**src/rtl/csr_access_arbiter_pkg.sv**
```systemverilog
// Shared types for the CSR access arbiter: address/data words, the arbiter
// state encoding, requester indices and the latched command record.
package csr_arb_pkg;

    typedef logic [11:0] csr_addr_t;
    typedef logic [31:0] word_t;

    typedef enum logic [1:0] {
        ARB_IDLE  = 2'd0,
        ARB_ISSUE = 2'd1,
        ARB_RESP  = 2'd2
    } arb_state_e;

    typedef logic req_idx_t;

    localparam req_idx_t REQ_PIPE = 1'b0;
    localparam req_idx_t REQ_DBG  = 1'b1;

    typedef struct packed {
        logic      swap;
        logic      clr;
        logic      set;
        csr_addr_t addr;
        word_t     wdata;
    } csr_cmd_t;

    // More than one op bit set cannot be expressed as a single CSR command.
    function automatic logic csr_op_illegal(input logic swap, input logic clr, input logic set);
        return (swap & clr) | (swap & set) | (clr & set);
    endfunction

endpackage

```
**src/rtl/csr_access_arbiter_if.sv**
```systemverilog
// Single-cycle command port into the CSR register file. The arbiter drives
// it through the pipe modport; the register file sits on the csr modport and
// answers combinationally in the same cycle.
interface csr_pipe_if;
    import csr_arb_pkg::*;

    logic      csr_swap;
    logic      csr_clr;
    logic      csr_set;
    csr_addr_t csr_addr;
    word_t     csr_wdata;
    word_t     csr_rdata;
    logic      csr_invalid;

    modport pipe (
        output csr_swap, csr_clr, csr_set, csr_addr, csr_wdata,
        input  csr_rdata, csr_invalid
    );

    modport csr (
        input  csr_swap, csr_clr, csr_set, csr_addr, csr_wdata,
        output csr_rdata, csr_invalid
    );

endinterface

```
**src/rtl/csr_access_arbiter_priority_sel.sv**
```systemverilog
// Combinational winner select for the CSR arbiter: the pipeline beats debug.
// With CSR_ARB_STARVE_GUARD_EN defined, debug wins once the pipeline has
// taken STARVE_LIMIT consecutive grants while debug was waiting.
module csr_arb_priority_sel
    import csr_arb_pkg::*;
`ifdef CSR_ARB_STARVE_GUARD_EN
#(
    parameter int STARVE_LIMIT = 8,
    parameter int CNT_W        = 4
)
`endif
(
    input  logic [1:0]       req,
`ifdef CSR_ARB_STARVE_GUARD_EN
    input  logic [CNT_W-1:0] starve_cnt,
`endif
    output logic             grant_vld,
    output req_idx_t         grant_idx
);

    // Fixed priority, optionally overridden in favour of a starved debug request
    always_comb begin
        grant_vld = req[REQ_PIPE] | req[REQ_DBG];
        grant_idx = req[REQ_PIPE] ? REQ_PIPE : REQ_DBG;
`ifdef CSR_ARB_STARVE_GUARD_EN
        if (req[REQ_PIPE] && req[REQ_DBG] && (starve_cnt == CNT_W'(STARVE_LIMIT))) begin
            grant_idx = REQ_DBG;
        end
`endif
    end

endmodule

```
**src/rtl/csr_access_arbiter.sv**
```systemverilog
// CSR access arbiter: shares the CSR file port between the pipeline (0) and
// the debug module (1). Each grant runs IDLE -> ISSUE -> RESP, giving the CSR
// file exactly one single-cycle command and the winner a one-cycle ack.
// Optional feature macro: CSR_ARB_STARVE_GUARD_EN (debug starvation guard).
module csr_access_arbiter
    import csr_arb_pkg::*;
#(
    parameter int NREQ         = 2,
    parameter int STARVE_LIMIT = 8
)
(
    input  logic              CLK,
    input  logic              nRST,
    input  logic [NREQ-1:0]   req,
    input  logic [NREQ-1:0]   req_swap,
    input  logic [NREQ-1:0]   req_clr,
    input  logic [NREQ-1:0]   req_set,
    input  logic [12*NREQ-1:0] req_addr,
    input  logic [32*NREQ-1:0] req_wdata,
    output logic [NREQ-1:0]   ack,
    output word_t             resp_rdata,
    output logic              resp_invalid,
    output logic              busy,
    csr_pipe_if.pipe          csr_bus
);

    if (NREQ != 2 || STARVE_LIMIT < 1) begin : g_cfg_err
        $error("csr_access_arbiter: NREQ must be 2 and STARVE_LIMIT at least 1");
    end

    arb_state_e state_q;
    arb_state_e state_d;

    logic       grant_vld;
    req_idx_t   grant_idx;
    csr_cmd_t   sel_cmd;

    csr_cmd_t   cmd_p0;
    req_idx_t   idx_p0;
    logic       illegal_p0;
    word_t      rdata_p1;
    logic       invalid_p1;

`ifdef CSR_ARB_STARVE_GUARD_EN
    localparam int CNT_W = $clog2(STARVE_LIMIT + 1);

    logic [CNT_W-1:0] starve_cnt_q;

    csr_arb_priority_sel #(
        .STARVE_LIMIT (STARVE_LIMIT),
        .CNT_W        (CNT_W)
    ) u_sel (
        .req        (req),
        .starve_cnt (starve_cnt_q),
        .grant_vld  (grant_vld),
        .grant_idx  (grant_idx)
    );

    // Count pipeline grants taken while debug waits; any debug grant or an
    // IDLE decision without a debug request ends the streak
    always_ff @(posedge CLK or negedge nRST) begin
        if (!nRST) begin
            starve_cnt_q <= '0;
        end else if (state_q == ARB_IDLE) begin
            if (!req[REQ_DBG] || (grant_idx == REQ_DBG)) begin
                starve_cnt_q <= '0;
            end else begin
                starve_cnt_q <= starve_cnt_q + 1'b1;
            end
        end
    end
`else
    csr_arb_priority_sel u_sel (
        .req       (req),
        .grant_vld (grant_vld),
        .grant_idx (grant_idx)
    );
`endif

    // Route the winning requester's op, address and data toward the command register
    always_comb begin
        sel_cmd = '0;
        if (grant_idx == REQ_DBG) begin
            sel_cmd.swap  = req_swap[1];
            sel_cmd.clr   = req_clr[1];
            sel_cmd.set   = req_set[1];
            sel_cmd.addr  = req_addr[23:12];
            sel_cmd.wdata = req_wdata[63:32];
        end else begin
            sel_cmd.swap  = req_swap[0];
            sel_cmd.clr   = req_clr[0];
            sel_cmd.set   = req_set[0];
            sel_cmd.addr  = req_addr[11:0];
            sel_cmd.wdata = req_wdata[31:0];
        end
    end

    // State register
    always_ff @(posedge CLK or negedge nRST) begin
        if (!nRST) begin
            state_q <= ARB_IDLE;
        end else begin
            state_q <= state_d;
        end
    end

    // Next state: ISSUE and RESP each last exactly one cycle
    always_comb begin
        state_d = state_q;
        unique case (state_q)
            ARB_IDLE:  if (grant_vld) state_d = ARB_ISSUE;
            ARB_ISSUE: state_d = ARB_RESP;
            ARB_RESP:  state_d = ARB_IDLE;
            default:   state_d = ARB_IDLE;
        endcase
    end

    // Latch the winner's command only on the IDLE decision; frozen otherwise
    always_ff @(posedge CLK or negedge nRST) begin
        if (!nRST) begin
            cmd_p0 <= '0;
            idx_p0 <= REQ_PIPE;
        end else if (state_q == ARB_IDLE && grant_vld) begin
            cmd_p0 <= sel_cmd;
            idx_p0 <= grant_idx;
        end
    end

    assign illegal_p0 = csr_op_illegal(cmd_p0.swap, cmd_p0.clr, cmd_p0.set);

    // Capture the CSR file answer during ISSUE; illegal ops report invalid with zero data
    always_ff @(posedge CLK or negedge nRST) begin
        if (!nRST) begin
            rdata_p1   <= '0;
            invalid_p1 <= 1'b0;
        end else if (state_q == ARB_ISSUE) begin
            if (illegal_p0) begin
                rdata_p1   <= '0;
                invalid_p1 <= 1'b1;
            end else begin
                rdata_p1   <= csr_bus.csr_rdata;
                invalid_p1 <= csr_bus.csr_invalid;
            end
        end
    end

    // Outputs decoded from state so reset removes strobes and ack at once
    always_comb begin
        ack                = '0;
        resp_rdata         = '0;
        resp_invalid       = 1'b0;
        busy               = (state_q != ARB_IDLE);
        csr_bus.csr_swap   = 1'b0;
        csr_bus.csr_clr    = 1'b0;
        csr_bus.csr_set    = 1'b0;
        csr_bus.csr_addr   = cmd_p0.addr;
        csr_bus.csr_wdata  = cmd_p0.wdata;
        if (state_q == ARB_ISSUE && !illegal_p0) begin
            csr_bus.csr_swap = cmd_p0.swap;
            csr_bus.csr_clr  = cmd_p0.clr;
            csr_bus.csr_set  = cmd_p0.set;
        end
        if (state_q == ARB_RESP) begin
            ack[idx_p0]  = 1'b1;
            resp_rdata   = rdata_p1;
            resp_invalid = invalid_p1;
        end
    end

endmodule

```
**src/flat_wrapper.sv**
```systemverilog
// flat-port wrapper written by rule: the top's interface ports become plain ports
module csr_access_arbiter_flat import csr_arb_pkg::*;
#(
    parameter int NREQ         = 2,
    parameter int STARVE_LIMIT = 8
)
  (CLK, nRST, req, req_swap, req_clr, req_set, req_addr, req_wdata, ack, resp_rdata, resp_invalid, busy, csr_bus_csr_swap, csr_bus_csr_clr, csr_bus_csr_set, csr_bus_csr_addr, csr_bus_csr_wdata, csr_bus_csr_rdata, csr_bus_csr_invalid);
  csr_pipe_if csr_bus_i ();
  input  logic CLK;
  input  logic nRST;
  input  logic [NREQ-1:0] req;
  input  logic [NREQ-1:0] req_swap;
  input  logic [NREQ-1:0] req_clr;
  input  logic [NREQ-1:0] req_set;
  input  logic [12*NREQ-1:0] req_addr;
  input  logic [32*NREQ-1:0] req_wdata;
  output logic [NREQ-1:0] ack;
  output word_t resp_rdata;
  output logic resp_invalid;
  output logic busy;
  output wire logic [$bits(csr_bus_i.csr_swap)-1:0] csr_bus_csr_swap;
  output wire logic [$bits(csr_bus_i.csr_clr)-1:0] csr_bus_csr_clr;
  output wire logic [$bits(csr_bus_i.csr_set)-1:0] csr_bus_csr_set;
  output wire logic [$bits(csr_bus_i.csr_addr)-1:0] csr_bus_csr_addr;
  output wire logic [$bits(csr_bus_i.csr_wdata)-1:0] csr_bus_csr_wdata;
  input wire logic [$bits(csr_bus_i.csr_rdata)-1:0] csr_bus_csr_rdata;
  input wire logic [$bits(csr_bus_i.csr_invalid)-1:0] csr_bus_csr_invalid;
  assign csr_bus_csr_swap = csr_bus_i.csr_swap;
  assign csr_bus_csr_clr = csr_bus_i.csr_clr;
  assign csr_bus_csr_set = csr_bus_i.csr_set;
  assign csr_bus_csr_addr = csr_bus_i.csr_addr;
  assign csr_bus_csr_wdata = csr_bus_i.csr_wdata;
  assign csr_bus_i.csr_rdata = csr_bus_csr_rdata;
  assign csr_bus_i.csr_invalid = csr_bus_csr_invalid;
  csr_access_arbiter #(.NREQ(NREQ), .STARVE_LIMIT(STARVE_LIMIT)) u_core (.CLK(CLK), .nRST(nRST), .req(req), .req_swap(req_swap), .req_clr(req_clr), .req_set(req_set), .req_addr(req_addr), .req_wdata(req_wdata), .ack(ack), .resp_rdata(resp_rdata), .resp_invalid(resp_invalid), .busy(busy), .csr_bus(csr_bus_i));
endmodule
```
**config.mk**
```make
export PLATFORM = sky130hd
export DESIGN_NAME = csr_access_arbiter_flat
export DESIGN_NICKNAME = d
export VERILOG_FILES = /design/src/rtl/csr_access_arbiter_pkg.sv /design/src/rtl/csr_access_arbiter_if.sv /design/src/rtl/csr_access_arbiter_priority_sel.sv /design/src/rtl/csr_access_arbiter.sv /design/src/flat_wrapper.sv
export SDC_FILE = /design/constraint.sdc
export NUM_CORES = 1
export LEC_CHECK = 0
export BUFFER_PORTS_ARGS = -buffer_cell sky130_fd_sc_hd__buf_4
export CORE_MARGIN = 1.5
export CORE_UTILIZATION = 47
export DETAILED_ROUTE_END_ITERATION = 12
export PLACE_DENSITY_LB_ADDON = 0.25
export SLEW_MARGIN = 20
export SYNTH_ARGS = -nofsm -noshare
export SYNTH_HDL_FRONTEND = slang
export SYNTH_SLANG_ARGS = --single-unit
```
**constraint.sdc**
```tcl
create_clock -name CLK -period 1.7 [get_ports CLK]
set_input_delay 0.085 -clock CLK [delete_from_list [all_inputs] [get_ports CLK]]
set_output_delay 0.085 -clock CLK [all_outputs]
set_load 0.02 [all_outputs]
```
==> results.sh <==
export IMPL_seqCellArea_um2=2080
export IMPL_firstDrtPassIters=4
export IMPL_drc_errors=0
export IMPL_synth_cell_type_count=23
export IMPL_status="complete, no violations"
export IMPL_grt_pass1_vias=3528
export IMPL_chipHeight_um=99.9
export IMPL_grt_pass1_wl_mm=16.6
export IMPL_drt_wl_total_mm=10.3
export IMPL_grt_use_met3_pct=5.71
export IMPL_min_period_ns=1.59
export IMPL_numCtsBuffers=9
export IMPL_n_fill_cell=706
export IMPL_ant_nets=0
export IMPL_p_leak_uw=0.00301
export IMPL_cts_tree="done"
export IMPL_routedWlPerCell_um=14.9
export IMPL_vias=3341
export IMPL_clock_sinks=83
export IMPL_yosysSeqAreaShare_pct=47.0
export IMPL_die_area_um2=9990
export IMPL_hpwl_mm=7.64
export IMPL_tightest_slew_ns=0.341
export IMPL_grt_start_max_net_pins=38
export IMPL_final_core_util_pct=67.3
export IMPL_critPathKind="flip-flop to flip-flop"
export IMPL_grt_remaining_overflow=0
export IMPL_slew_headroom_pct=77.3
export IMPL_clk_pin_slew_ns=0.09
export IMPL_die_w_um=99.9
export IMPL_use_met1_pct=23.2
export IMPL_reg2reg_depth=4
export IMPL_grtUsageMet2_pct=38.6
export IMPL_skew_ns=0.0147
export IMPL_synth_seq_cells=83
export IMPL_drt_iter0_markers=50
export IMPL_holdPathEnd="u_core.rdata_p1[15]$_DFFE_PN0N_"
export IMPL_grt_busiest_layer="met2"
export IMPL_max_freq_mhz=631
export IMPL_whs_path_depth=3
export IMPL_core_um2=9150
export IMPL_synth_async_sr_flop_share_pct=100
export IMPL_peakVddDrop_mv=0.990
export IMPL_period_share_pct=93.3
export IMPL_cap_violations=0
export IMPL_synth_area_per_cell_um2=11.3
export IMPL_clock_root_buffer="clkbuf_8"
export IMPL_synth_cells=392
export IMPL_rows=35
export IMPL_maxSlewViolCount=0
export IMPL_finalSetupViolCount=0
export IMPL_path_max_fanout=36
export IMPL_finalWeightedCongestion=0.758
export IMPL_netlist_area_um2=4420
export IMPL_cp_start_kind="flip-flop"
export IMPL_synth_edf_count=0
export IMPL_clkLatencyLatePin_ns=0.35
export IMPL_port_buffers=213
export IMPL_pin_count=214
export IMPL_timing_rr_start="u_core.state_q[0]$_DFFE_PN0P_"
export IMPL_ff2ff_setup_slack_ns=0.11
export IMPL_fin_setup_tns_ns=0
export IMPL_nets=701
export IMPL_antenna_cells=0
export IMPL_end_kind="flip-flop"
export IMPL_drive_gt1_share_pct=56.5
export IMPL_arrival_ns=1.81
export IMPL_avgViaCountPerCell=4.87
export IMPL_cp_required_ns=1.93
export IMPL_layout_commonest_cell="buf_4"
export IMPL_antenna_found_initial=0
export IMPL_worstHoldStart="csr_bus_csr_rdata[15]"
export IMPL_syn_num_nets=523
export IMPL_yosysWarnings=0
export IMPL_hp_class="primary input to flip-flop"
export IMPL_initial_core_util_pct=48.2
export IMPL_final_hold_viol_count=0
export IMPL_area_growth_pct=39.6
export IMPL_rr_endpoint="u_core.csr_bus.csr_wdata[1]$_DFFE_PN0P_"
export IMPL_powerDensity_nw_per_um2=1820
export IMPL_cts_buffer_depth=2
export IMPL_cts_max_level=3
export IMPL_multi_input_area_um2=1860
export IMPL_rsz0062_at_grt="no"
export IMPL_synthFlopType="dfrtp_1"
export IMPL_final_cell_mix="224 x buf_4, 83 x dfrtp_1, 64 x nor2_1, 56 x mux2_2, 34 x and2_1"
export IMPL_grt_usage_pct=21.1
## final cells by class
type	instances	area share (%)
Inverter	2	0.122
Sequential cell	83	33.7
Timing Repair Buffer	234	29.4
Clock inverter	6	2.23
Multi-Input combinational cell	240	30.2
Tap cell	111	2.25
Clock buffer	10	2.07
## synthesized netlist by cell type, types with 6 or more instances
cell	count	share of area (%)
dfrtp_1	83	47
buf_2	11	1.2
nor3_1	32	3.6
mux2_2	56	14
buf_4	47	8.0
mux2_4	19	6.5
mux2_1	19	4.8
buf_6	6	1.5
and2_1	34	4.8
nor2_1	64	5.4
## routing by layer
layer	wire, um	vias to the layer above
met3	770	24
met2	5300	138
met1	3930	1565
met4	251	0
li1	-	1614
met5	0	-
## what timing repair did
| action | 4_1_cts | 5_1_grt |
|---|---|---|
| setup endpoints to repair | 2 | 1 |
| hold buffers | 7 | 0 |
| hold endpoints to repair | 66 | 0 |
| gates resized for setup | 2 | 1 |
| setup buffers | 0 | 0 |
## worst max-delay path, cell delays in order (launching register included)
cell	delay, ns
dfrtp_1	0.42
nor2_2	0.17
o21a_2	0.25
buf_12	0.25
mux2_2	0.37
## kinds of logic after synthesis
group	after synthesis	synth area share (%)
and+or+nand+nor	141	15.5
buffers and inverters	69	11.2
AOI/OAI and AO/OA	5	0.708
DFF	83	47.0
muxes	94	25.6
## worst max path at each step
stage,start,end
after floorplan,u_core.state_q[1]$_DFFE_PN0P_,csr_bus_csr_set
after global placement,u_core.state_q[1]$_DFFE_PN0P_,u_core.csr_bus.csr_addr[1]$_DFFE_PN0P_
after detailed placement,u_core.state_q[0]$_DFFE_PN0P_,u_core.csr_bus.csr_addr[4]$_DFFE_PN0P_
after CTS,u_core.state_q[1]$_DFFE_PN0P_,csr_bus_csr_set
after global routing,u_core.state_q[0]$_DFFE_PN0P_,resp_rdata[31]
final,u_core.state_q[0]$_DFFE_PN0P_,u_core.csr_bus.csr_wdata[1]$_DFFE_PN0P_
## sequential cells by signal (all words and copies together) (netlist names)
name                      count
u_core.csr_bus.csr_wdata     32
u_core.rdata_p1              32
u_core.csr_bus.csr_addr      12
u_core.cmd_p0                 3
u_core.state_q                2
u_core.idx_p0                 1
u_core.invalid_p1             1
## per-stage QoR
step	area [um^2]	worst slack (ns)	cells	hold slack, ns	total power [uW]
2_1_floorplan	4420	0.142	392	-0.211	7980
4_1_cts	6160	0.0494	686	0.000675	11300
5_1_grt	6160	0.0158	686	0.00584	12000
3_3_place_gp	5810	0.196	663	0.00989	9220
3_5_place_dp	5810	0.132	663	0.0121	9430
6_report	6160	0.114	686	0.00925	11200
## where the power goes
part / switching, uW / internal, uW / total, uW
registers: 568 / 3020 / 3590
clock network: 705 / 1130 / 1830
logic: 2910 / 2850 / 5760
total: 4190 / 7000 / 11200
Power figures use the tool's default switching activity.
